<file path="config.mk">
export PLATFORM = sky130hd
export DESIGN_NAME = mem_access_unit
export DESIGN_NICKNAME = d
export VERILOG_FILES = /design/src/rtl/mem_access_unit_pkg.sv /design/src/rtl/mau_req_gen.sv /design/src/rtl/mem_access_unit.sv
export SDC_FILE = /design/constraint.sdc
export NUM_CORES = 1
export LEC_CHECK = 0
export ABC_AREA = 1
export BUFFER_PORTS_ARGS = -buffer_cell sky130_fd_sc_hd__buf_2
export CAP_MARGIN = 40
export CORE_AREA = 8 8 135 99
export DETAILED_ROUTE_END_ITERATION = 16
export DIE_AREA = 0 0 143 107
export MAX_ROUTING_LAYER = met4
export PLACE_DENSITY = 0.84
export SLEW_MARGIN = 15
export SYNTH_ARGS = -nofsm -noshare
export SYNTH_HDL_FRONTEND = slang
export SYNTH_HIERARCHICAL = 1
export SYNTH_SLANG_ARGS = --single-unit
</file>
<file path="constraint.sdc">
create_clock -name clk -period 3.9 [get_ports clk]
set_input_delay 0.39 -clock clk [delete_from_list [all_inputs] [get_ports clk]]
set_output_delay 0.39 -clock clk [all_outputs]
set_load 0.01 [all_outputs]
</file>
<file path="src/rtl/mem_access_unit_pkg.sv">
// rtl/mem_access_unit_pkg.sv - shared types and codes for the memory-stage data-bus initiator
package mem_access_unit_pkg;

  localparam logic [4:0] EXC_ADEL = 5'd4;
  localparam logic [4:0] EXC_ADES = 5'd5;

  typedef enum logic [3:0] {
    MOP_NONE = 4'd0,
    MOP_LB   = 4'd1,
    MOP_LBU  = 4'd2,
    MOP_LH   = 4'd3,
    MOP_LHU  = 4'd4,
    MOP_LW   = 4'd5,
    MOP_SB   = 4'd6,
    MOP_SH   = 4'd7,
    MOP_SW   = 4'd8
  } mem_op_t;

  typedef enum logic [1:0] {
    MSIZE1 = 2'd0,
    MSIZE2 = 2'd1,
    MSIZE4 = 2'd2
  } msize_t;

  typedef enum logic [1:0] {
    S_IDLE = 2'd0,
    S_REQ  = 2'd1,
    S_WAIT = 2'd2
  } mau_state_t;

  typedef struct packed {
    logic        valid;
    logic [31:0] addr;
    msize_t      size;
    logic [3:0]  strobe;
    logic [31:0] data;
  } dbus_req_t;

  typedef struct packed {
    logic        addr_ok;
    logic        data_ok;
    logic [31:0] data;
  } dbus_resp_t;

  function automatic logic op_is_store(mem_op_t op);
    return (op == MOP_SB) || (op == MOP_SH) || (op == MOP_SW);
  endfunction

endpackage

</file>
<file path="src/rtl/mau_req_gen.sv">
// rtl/mau_req_gen.sv - combinational op/addr/wdata to bus size, strobe, lane data and misalignment
module mau_req_gen
  import mem_access_unit_pkg::*;
(
  input  mem_op_t     op,
  input  logic [1:0]  addr_lo,
  input  logic [31:0] wdata,
  output msize_t      size,
  output logic [3:0]  strobe,
  output logic [31:0] data,
  output logic        misalign,
  output logic        store
);

  always_comb begin
    size     = MSIZE1;
    strobe   = 4'h0;
    data     = 32'h0;
    misalign = 1'b0;
    store    = op_is_store(op);
    case (op)
      MOP_LH, MOP_LHU: begin
        size     = MSIZE2;
        misalign = addr_lo[0];
      end
      MOP_LW: begin
        size     = MSIZE4;
        misalign = |addr_lo;
      end
      MOP_SB: begin
        strobe = 4'b0001 << addr_lo;
        data   = {4{wdata[7:0]}};
      end
      MOP_SH: begin
        size     = MSIZE2;
        misalign = addr_lo[0];
        strobe   = 4'b0011 << {addr_lo[1], 1'b0};
        data     = {2{wdata[15:0]}};
      end
      MOP_SW: begin
        size     = MSIZE4;
        misalign = |addr_lo;
        strobe   = 4'hF;
        data     = wdata;
      end
      default: ;
    endcase
  end

endmodule

</file>
<file path="src/rtl/mem_access_unit.sv">
// rtl/mem_access_unit.sv - memory-stage data-bus initiator with addr_ok/data_ok handshake and AdEL/AdES
module mem_access_unit
  import mem_access_unit_pkg::*;
(
  input  logic        clk,
  input  logic        reset,
  input  logic        in_valid,
  input  mem_op_t     in_op,
  input  logic [31:0] in_addr,
  input  logic [31:0] in_wdata,
  input  logic        flush,
  output dbus_req_t   dreq,
  input  dbus_resp_t  dresp,
  output logic        busy,
  output logic        done,
  output logic [31:0] rdata,
  output logic        exc_valid,
  output logic [4:0]  exc_code,
  output logic [31:0] badvaddr
);

  mau_state_t  state, state_next;
  logic        drop;
  logic        is_load_q;
  logic        accept;
  logic        finish;
  msize_t      gen_size;
  logic [3:0]  gen_strobe;
  logic [31:0] gen_data;
  logic        gen_misalign;
  logic        gen_store;

  mau_req_gen u_req_gen (
    .op       (in_op),
    .addr_lo  (in_addr[1:0]),
    .wdata    (in_wdata),
    .size     (gen_size),
    .strobe   (gen_strobe),
    .data     (gen_data),
    .misalign (gen_misalign),
    .store    (gen_store)
  );

  assign busy = (state != S_IDLE);

  always_comb begin
    state_next = state;
    accept     = (state == S_IDLE) && in_valid && (in_op != MOP_NONE) && !flush;
    finish     = 1'b0;
    case (state)
      S_IDLE: if (accept && !gen_misalign) state_next = S_REQ;
      S_REQ: begin
        if (dresp.addr_ok) begin
          finish     = dresp.data_ok;
          state_next = dresp.data_ok ? S_IDLE : S_WAIT;
        end
      end
      S_WAIT: begin
        // data_ok is only meaningful once the address phase has been taken
        if (dresp.data_ok) begin
          finish     = 1'b1;
          state_next = S_IDLE;
        end
      end
      default: state_next = S_IDLE;
    endcase
  end

  always_ff @(posedge clk) begin
    if (reset) begin
      state     <= S_IDLE;
      dreq      <= '0;
      done      <= 1'b0;
      rdata     <= 32'h0;
      exc_valid <= 1'b0;
      exc_code  <= 5'h0;
      badvaddr  <= 32'h0;
      drop      <= 1'b0;
      is_load_q <= 1'b0;
    end else begin
      state     <= state_next;
      done      <= 1'b0;
      rdata     <= 32'h0;
      exc_valid <= 1'b0;
      exc_code  <= 5'h0;
      badvaddr  <= 32'h0;
      if (accept && gen_misalign) begin
        exc_valid <= 1'b1;
        exc_code  <= gen_store ? EXC_ADES : EXC_ADEL;
        badvaddr  <= in_addr;
      end
      if (accept && !gen_misalign) begin
        dreq      <= '{valid: 1'b1, addr: in_addr, size: gen_size,
                       strobe: gen_strobe, data: gen_data};
        is_load_q <= !gen_store;
        drop      <= 1'b0;
      end
      if ((state == S_REQ) && dresp.addr_ok) dreq <= '0;
      if (busy && flush) drop <= 1'b1;
      // a flush landing on the completion cycle squashes the result just like an earlier one
      if (finish) begin
        drop <= 1'b0;
        if (!drop && !flush) begin
          done  <= 1'b1;
          rdata <= is_load_q ? dresp.data : 32'h0;
        end
      end
    end
  end

endmodule

</file>
After elaboration in Yosys (flattened, before gate mapping)
Index checks and enable logic that the tools add are counted.
{"block": "word_totals", "ff_bits": 146, "inputBits": 106, "output_inout_bits": 143}
{"block": "classes", "eq_ne": 11, "shifts": 2, "mux": 17, "bitwise": 4, "reduce_logical": 27}
{"op": "$pmux W32 S3", "count": 1}
{"op": "$eq A4 B3 Y1 const B", "count": 4}
{"op": "$pmux W4 S3", "count": 1}
{"op": "$reduce_or A2 Y1", "count": 6}
{"op": "$logic_and A1 B1 Y1", "count": 8}
{"op": "$mux W2", "count": 4}
{"op": "$mux W1", "count": 7}
{"op": "$pmux W2 S3", "count": 1}
{"op": "$eq A4 B2 Y1 const B", "count": 1}
{"op": "$eq A4 B4 Y1 const B", "count": 1}
{"op": "$logic_not A1 Y1", "count": 4}
{"op": "$ne A2 B2 Y1 const B", "count": 2}
{"op": "$not A1 Y1", "count": 4}
{"op": "$pmux W1 S2", "count": 2}
{"op": "$pmux W2 S2", "count": 1}
{"op": "$reduce_bool A2 Y1", "count": 2}
{"op": "$reduce_bool A4 Y1", "count": 1}
{"op": "$reduce_or A4 Y1", "count": 1}
{"op": "$shl A1 B2 Y4 const A", "count": 1}
{"op": "$shl A2 B2 Y4 const A", "count": 1}
{"op": "$reduce_and A3 Y1", "count": 1}
{"op": "$reduce_or A3 Y1", "count": 1}
{"op": "$eq A2 B1 Y1 const B", "count": 1}
{"op": "$eq A2 B2 Y1 const B", "count": 1}
{"op": "other kinds (3)", "count": 4}

Depth between registers and ports, before layout
{"block": "depth", "ltp_word": 7, "depth_mapped": 13}

Hierarchy
Netlist, hierarchy kept.
{"module": "mem_access_unit", "instances": 1, "cells_per_inst": 550, "area_each_um2": 4882.2, "seq_area_each_um2": 2862.7}
{"module": "mau_req_gen", "instances": 1, "cells_per_inst": 128, "area_each_um2": 703.2, "seq_area_each_um2": 0.0}

Worst setup path after synthesis
OpenSTA, ideal clock, no wires.
{"block": "synth_path", "path_kind": "in2reg", "start": "input port in_op[3]", "end": "register dreq[0] in the netlist's numbering", "setup_ps": 132, "arrival_time_ps": 1484, "setup_slack_ps": 2284, "stages": 12, "path_cell_list": "inv_1 > nor2_4 > nand2_2 > nand2_1 > nand2_1 > nand2_1 > inv_2 > nand3_2 > buf_4 > buf_2 > nand2_1 > a21oi_1"}
{"block": "synth_via", "elab_chain_cells": 5, "elab_cells_between_ends": 15, "cone_classes": "6 x eq/ne; 2 x mux; 7 x reduce/logical"}
{"element": "start, declared", "line": "mem_access_unit.sv:8", "rtl": "input mem_op_t in_op,"}
{"element": "$eq A4 B2 Y1 (tied with other cells)", "line": "mau_req_gen.sv:21", "rtl": "case (op)"}
{"element": "$reduce_or A3 Y1 (no source line) or $reduce_or A2 Y1 (tied branches)"}
{"element": "$pmux W1 S2 *", "line": "mau_req_gen.sv:21"}
{"element": "via gen_misalign", "line": "mem_access_unit.sv:30", "rtl": "logic gen_misalign;"}
{"element": "$logic_not A1 Y1 *", "line": "mem_access_unit.sv:92", "rtl": "if (accept && !gen_misalign) begin"}
{"element": "$logic_and A1 B1 Y1 *", "line": "mem_access_unit.sv:92"}
{"element": "end signal, assigned", "line": "mem_access_unit.sv:93", "rtl": "dreq <= '{valid: 1'b1, addr: in_addr, size: gen_size,"}
{"element": "end, declared", "line": "mem_access_unit.sv:12", "rtl": "output dbus_req_t dreq,"}
The timed path passes the listed nets; every way through them passes the cells marked *.
A chain may end at the register's enable or synchronous reset.

Final worst setup path
{"block": "layout_path", "start": "register state[0]", "end": "register state[0]"}
{"block": "layout_via", "elab_chain_cells": 7, "elab_cells_between_ends": 12, "cone_classes": "5 x eq/ne; 1 x mux; 6 x reduce/logical"}
{"element": "start, declared", "line": "mem_access_unit.sv:22", "rtl": "mau_state_t state, state_next;"}
{"element": "start signal, assigned", "line": "mem_access_unit.sv:81", "rtl": "state <= state_next;"}
{"element": "$logic_not A2 Y1", "line": "mem_access_unit.sv:48, mem_access_unit.sv:50"}
{"element": "$logic_and A1 B1 Y1 (3 in series)", "line": "mem_access_unit.sv:48", "rtl": "accept = (state == S_IDLE) && in_valid && (in_op != MOP_NONE) && !flush;"}
{"element": "$logic_and A1 B1 Y1", "line": "mem_access_unit.sv:51", "rtl": "S_IDLE: if (accept && !gen_misalign) state_next = S_REQ;"}
{"element": "$ne A2 B1 Y1 (no source line)"}
{"element": "$reduce_and A3 Y1 (no source line)"}
Parallel ways exist; a longest one is shown, timed or not.

==> summary.txt <==
GRT
  • Overall Global Routing Usage: 22.45%
  • First-pass GRT wire length: 26,880 um
  • Initial antenna violation count: 0
  • Largest net degree at the start of global routing: 76
  • Grt ovf: 0
  • Vias in the first global route: 5,328

Critical path
  • Worst path required time: 4.19 ns
  • Worst setup path category: reg -> reg
  • CP Max Fanout: 75
  • Family with the most delay on the worst path: simple AND/OR/NAND/NOR gates
  • Buf/Inv on CP: 2
  • Worst setup SP type: flip-flop
  • Critical path's most frequent cell: nand2_1
  • CP endpoint kind: flip-flop
  • Slowest CP cell: nand3_4
  • Cells along the critical path: inv_1 -> ha_1 -> inv_2 -> nor2_4 -> nand3_4 -> nand2_1 -> nand3_1 -> nand2_1 -> nor2_1
  • Slowest stage delay, CP: 0.81 ns
  • Crit path DAT: 3.06 ns

Pwr
  • Pwr dens: 503.3 nW/um^2
  • Leak pwr: 3.546 nW
  • Worst VDD drop: 349.3 uV

Timing
  • Tightest Pin Transition: 0.8693 ns
  • Fin crit share: 70.94%
  • Relative slew slack: 42.05%
  • Clock period minus worst slack: 2.767 ns
  • Clk_skew: 0.01252 ns
  • Pins Over Slew Limit: 0
  • Setup TNS: 0 ns
  • Final WS setup: 1.133 ns
  • Final setup violation count: 0
  • WHS: 0.1699 ns
  • Final hold violations: 0
  • Fmax: 361.4 MHz
  • RSZ-0062 raised after global routing: false

Route
  • Routed wl met2: 8132 um
  • Vias per cell: 5.214
  • Vias: 5,558
  • First-pass DRT Iterations: 5
  • Initial DRC Count: 453
  • WL per Instance: 16.30 um
  • Wl on met1: 7480 um
  • Routed WL: 17,370 um
  • Max Used Layer: met4
  • Met3 WL: 1681 um
  • DRT antenna net count: 0
  • DRC viols: 0

Clock tree
  • Post-CTS Setup Bufs: 0
  • H-tree level count: 4
  • CTS root buf: clkbuf_16
  • # hold bufs at CTS: 0
  • CTS tree: done
  • CTS max path bufs: 2
  • CTS Sinks: 143
  • Clk slew on worst S/H paths: 0.06 ns
  • Clk Latency, worst-skew pair: 0.41 ns
  • CTS Buf Count: 17
  • Post-cts resize count: 0

Yosys
  • Yosys cell types: 28
  • Post-synth ARST share: 0%
  • Post-synth EDFFs: 0
  • Avg Synthesized Cell Area: 8.238 um^2
  • List of most frequent post-synthesis cells: dfxtp_1 (143), nand2_1 (99), a21oi_1 (76)
  • FF+latch count, synth: 143
  • Area share of the largest cell type after synthesis: 51.25%
  • Register area share after synthesis: 51.25%
  • Cell area after synthesis: 5585 um^2
  • Gate Count Post-Synth: 678
  • Count leader, synth: dfxtp_1
  • Yosys warning count: 6
  • Synth area leaders: dfxtp_1 (51%), nand4_1 (7.8%), a21oi_1 (6.8%)
  • Synth Flop Type: dfxtp_1
  • Post-synth top area cell: dfxtp_1

Die
  • # IOs: 249
  • FP Rows: 33
  • CORE AREA: 11,350 um^2
  • Die width: 143 um
  • Total die area: 15,300 um^2
  • Die extent in y: 107 um
  • Initial Util: 49.19%

Place
  • Pre-CTS WS: 0.9006 ns
  • DP Area: 6832 um^2
  • Hpwl dp: 12,560 um
  • Placer congestion estimate: 0.8762
  • Buffers added on ports: 245

Min path
  • Type of the tightest min-delay check: in -> reg

Run status
  • Outcome: finished clean

Cells and area
  • # fillers: 978
  • Register area: 2863 um^2
  • Post-layout nets: 1,006
  • Final instance area: 7393 um^2
  • Final core occ: 65.11%
  • Layout cells sized above 1: 34.87%
  • Multi-input logic area: 2238 um^2
  • # diodes: 0
  • Area Overhead vs Synth: 32.37%

Run
  • Max cap viols: 0
[metal layers]
layer	track usage, %	up-vias
li1	-	2707
met1	28.51	2575
met2	34.84	268
met3	6.125	8
met4	5.367	0
met5	-	-
[report_power, final]
part           switching [W]  internal (W)  leakage (nW)
Sequential         0.0000362       0.00153          1.15
Combinational       0.000430      0.000203          2.12
Clock               0.000670      0.000856         0.270
[cell usage in the layout, fill, tap and decap left out, drive strengths merged]
| cell type | netlist | routed |
|---|---|---|
| a21oi | 84 | 84 |
| buf | 27 | 253 |
| clkbuf | 29 | 18 |
| clkinv | 0 | 2 |
| clkinvlp | 0 | 3 |
| conb | 1 | 3 |
| dfxtp | 143 | 143 |
| ha | 4 | 4 |
| inv | 62 | 71 |
| nand2 | 103 | 103 |
| nand3 | 59 | 59 |
| nand3b | 1 | 1 |
| nand4 | 71 | 71 |
| nor2 | 49 | 49 |
| nor3 | 2 | 2 |
| nor3b | 32 | 32 |
| o21ai | 9 | 9 |
| o22ai | 1 | 1 |
| or2 | 1 | 1 |
[kinds of logic (layout without fill, tap and decap cells)]
group           after synthesis  in the layout  synth area share [%]
buf+inv                     118            347                 8.983
flops                       143            143                 51.25
other cells                   1              3               0.06714
fa+ha+maj                     4              4                0.8961
compound gates               94             94                 8.983
simple gates                318            318                 29.82
[sequential cells by signal, indices dropped and copies added, names as in the netlist]
signal and count:
exc_valid 1, rdata 32, badvaddr 32, done 1
is_load_q 1, exc_code 2, state 2, dreq 71
drop 1
[area by class of cell]
type	count	share of cell area [%]
Multi-Input combinational cell	419	30.28
Timing Repair Buffer	253	17.60
Tap cell	157	2.657
Clock inverter	14	1.658
Clock buffer	18	5.940
Sequential cell	143	38.72
Inverter	62	3.148
[stage by stage]
| stage | cells | total power [W] |
|---|---|---|
| finish | 1066 | 0.003721 |
| global route | 1066 | 0.003908 |
| CTS | 1066 | 0.003753 |
| detailed placement | 1034 | 0.002223 |
| global placement | 1032 | 0.002208 |
| floorplan | 680 | 0.002012 |
[worst paths after layout]
path                                              end             startpoint  slack, ns  depth (start not counted)
worst min-delay path                drop$_SDFFE_PP0P_                  reset       0.17                          2
worst max-delay path            state[0]$_SDFFE_PP0P_  state[0]$_SDFFE_PP0P_       1.13                          9
worst max register to register  state[0]$_SDFFE_PP0P_  state[0]$_SDFFE_PP0P_       1.13                          9
worst min register to register        done$_SDFF_PP0_      drop$_SDFFE_PP0P_       0.44                          1
(Power assumes the default switching activity.)
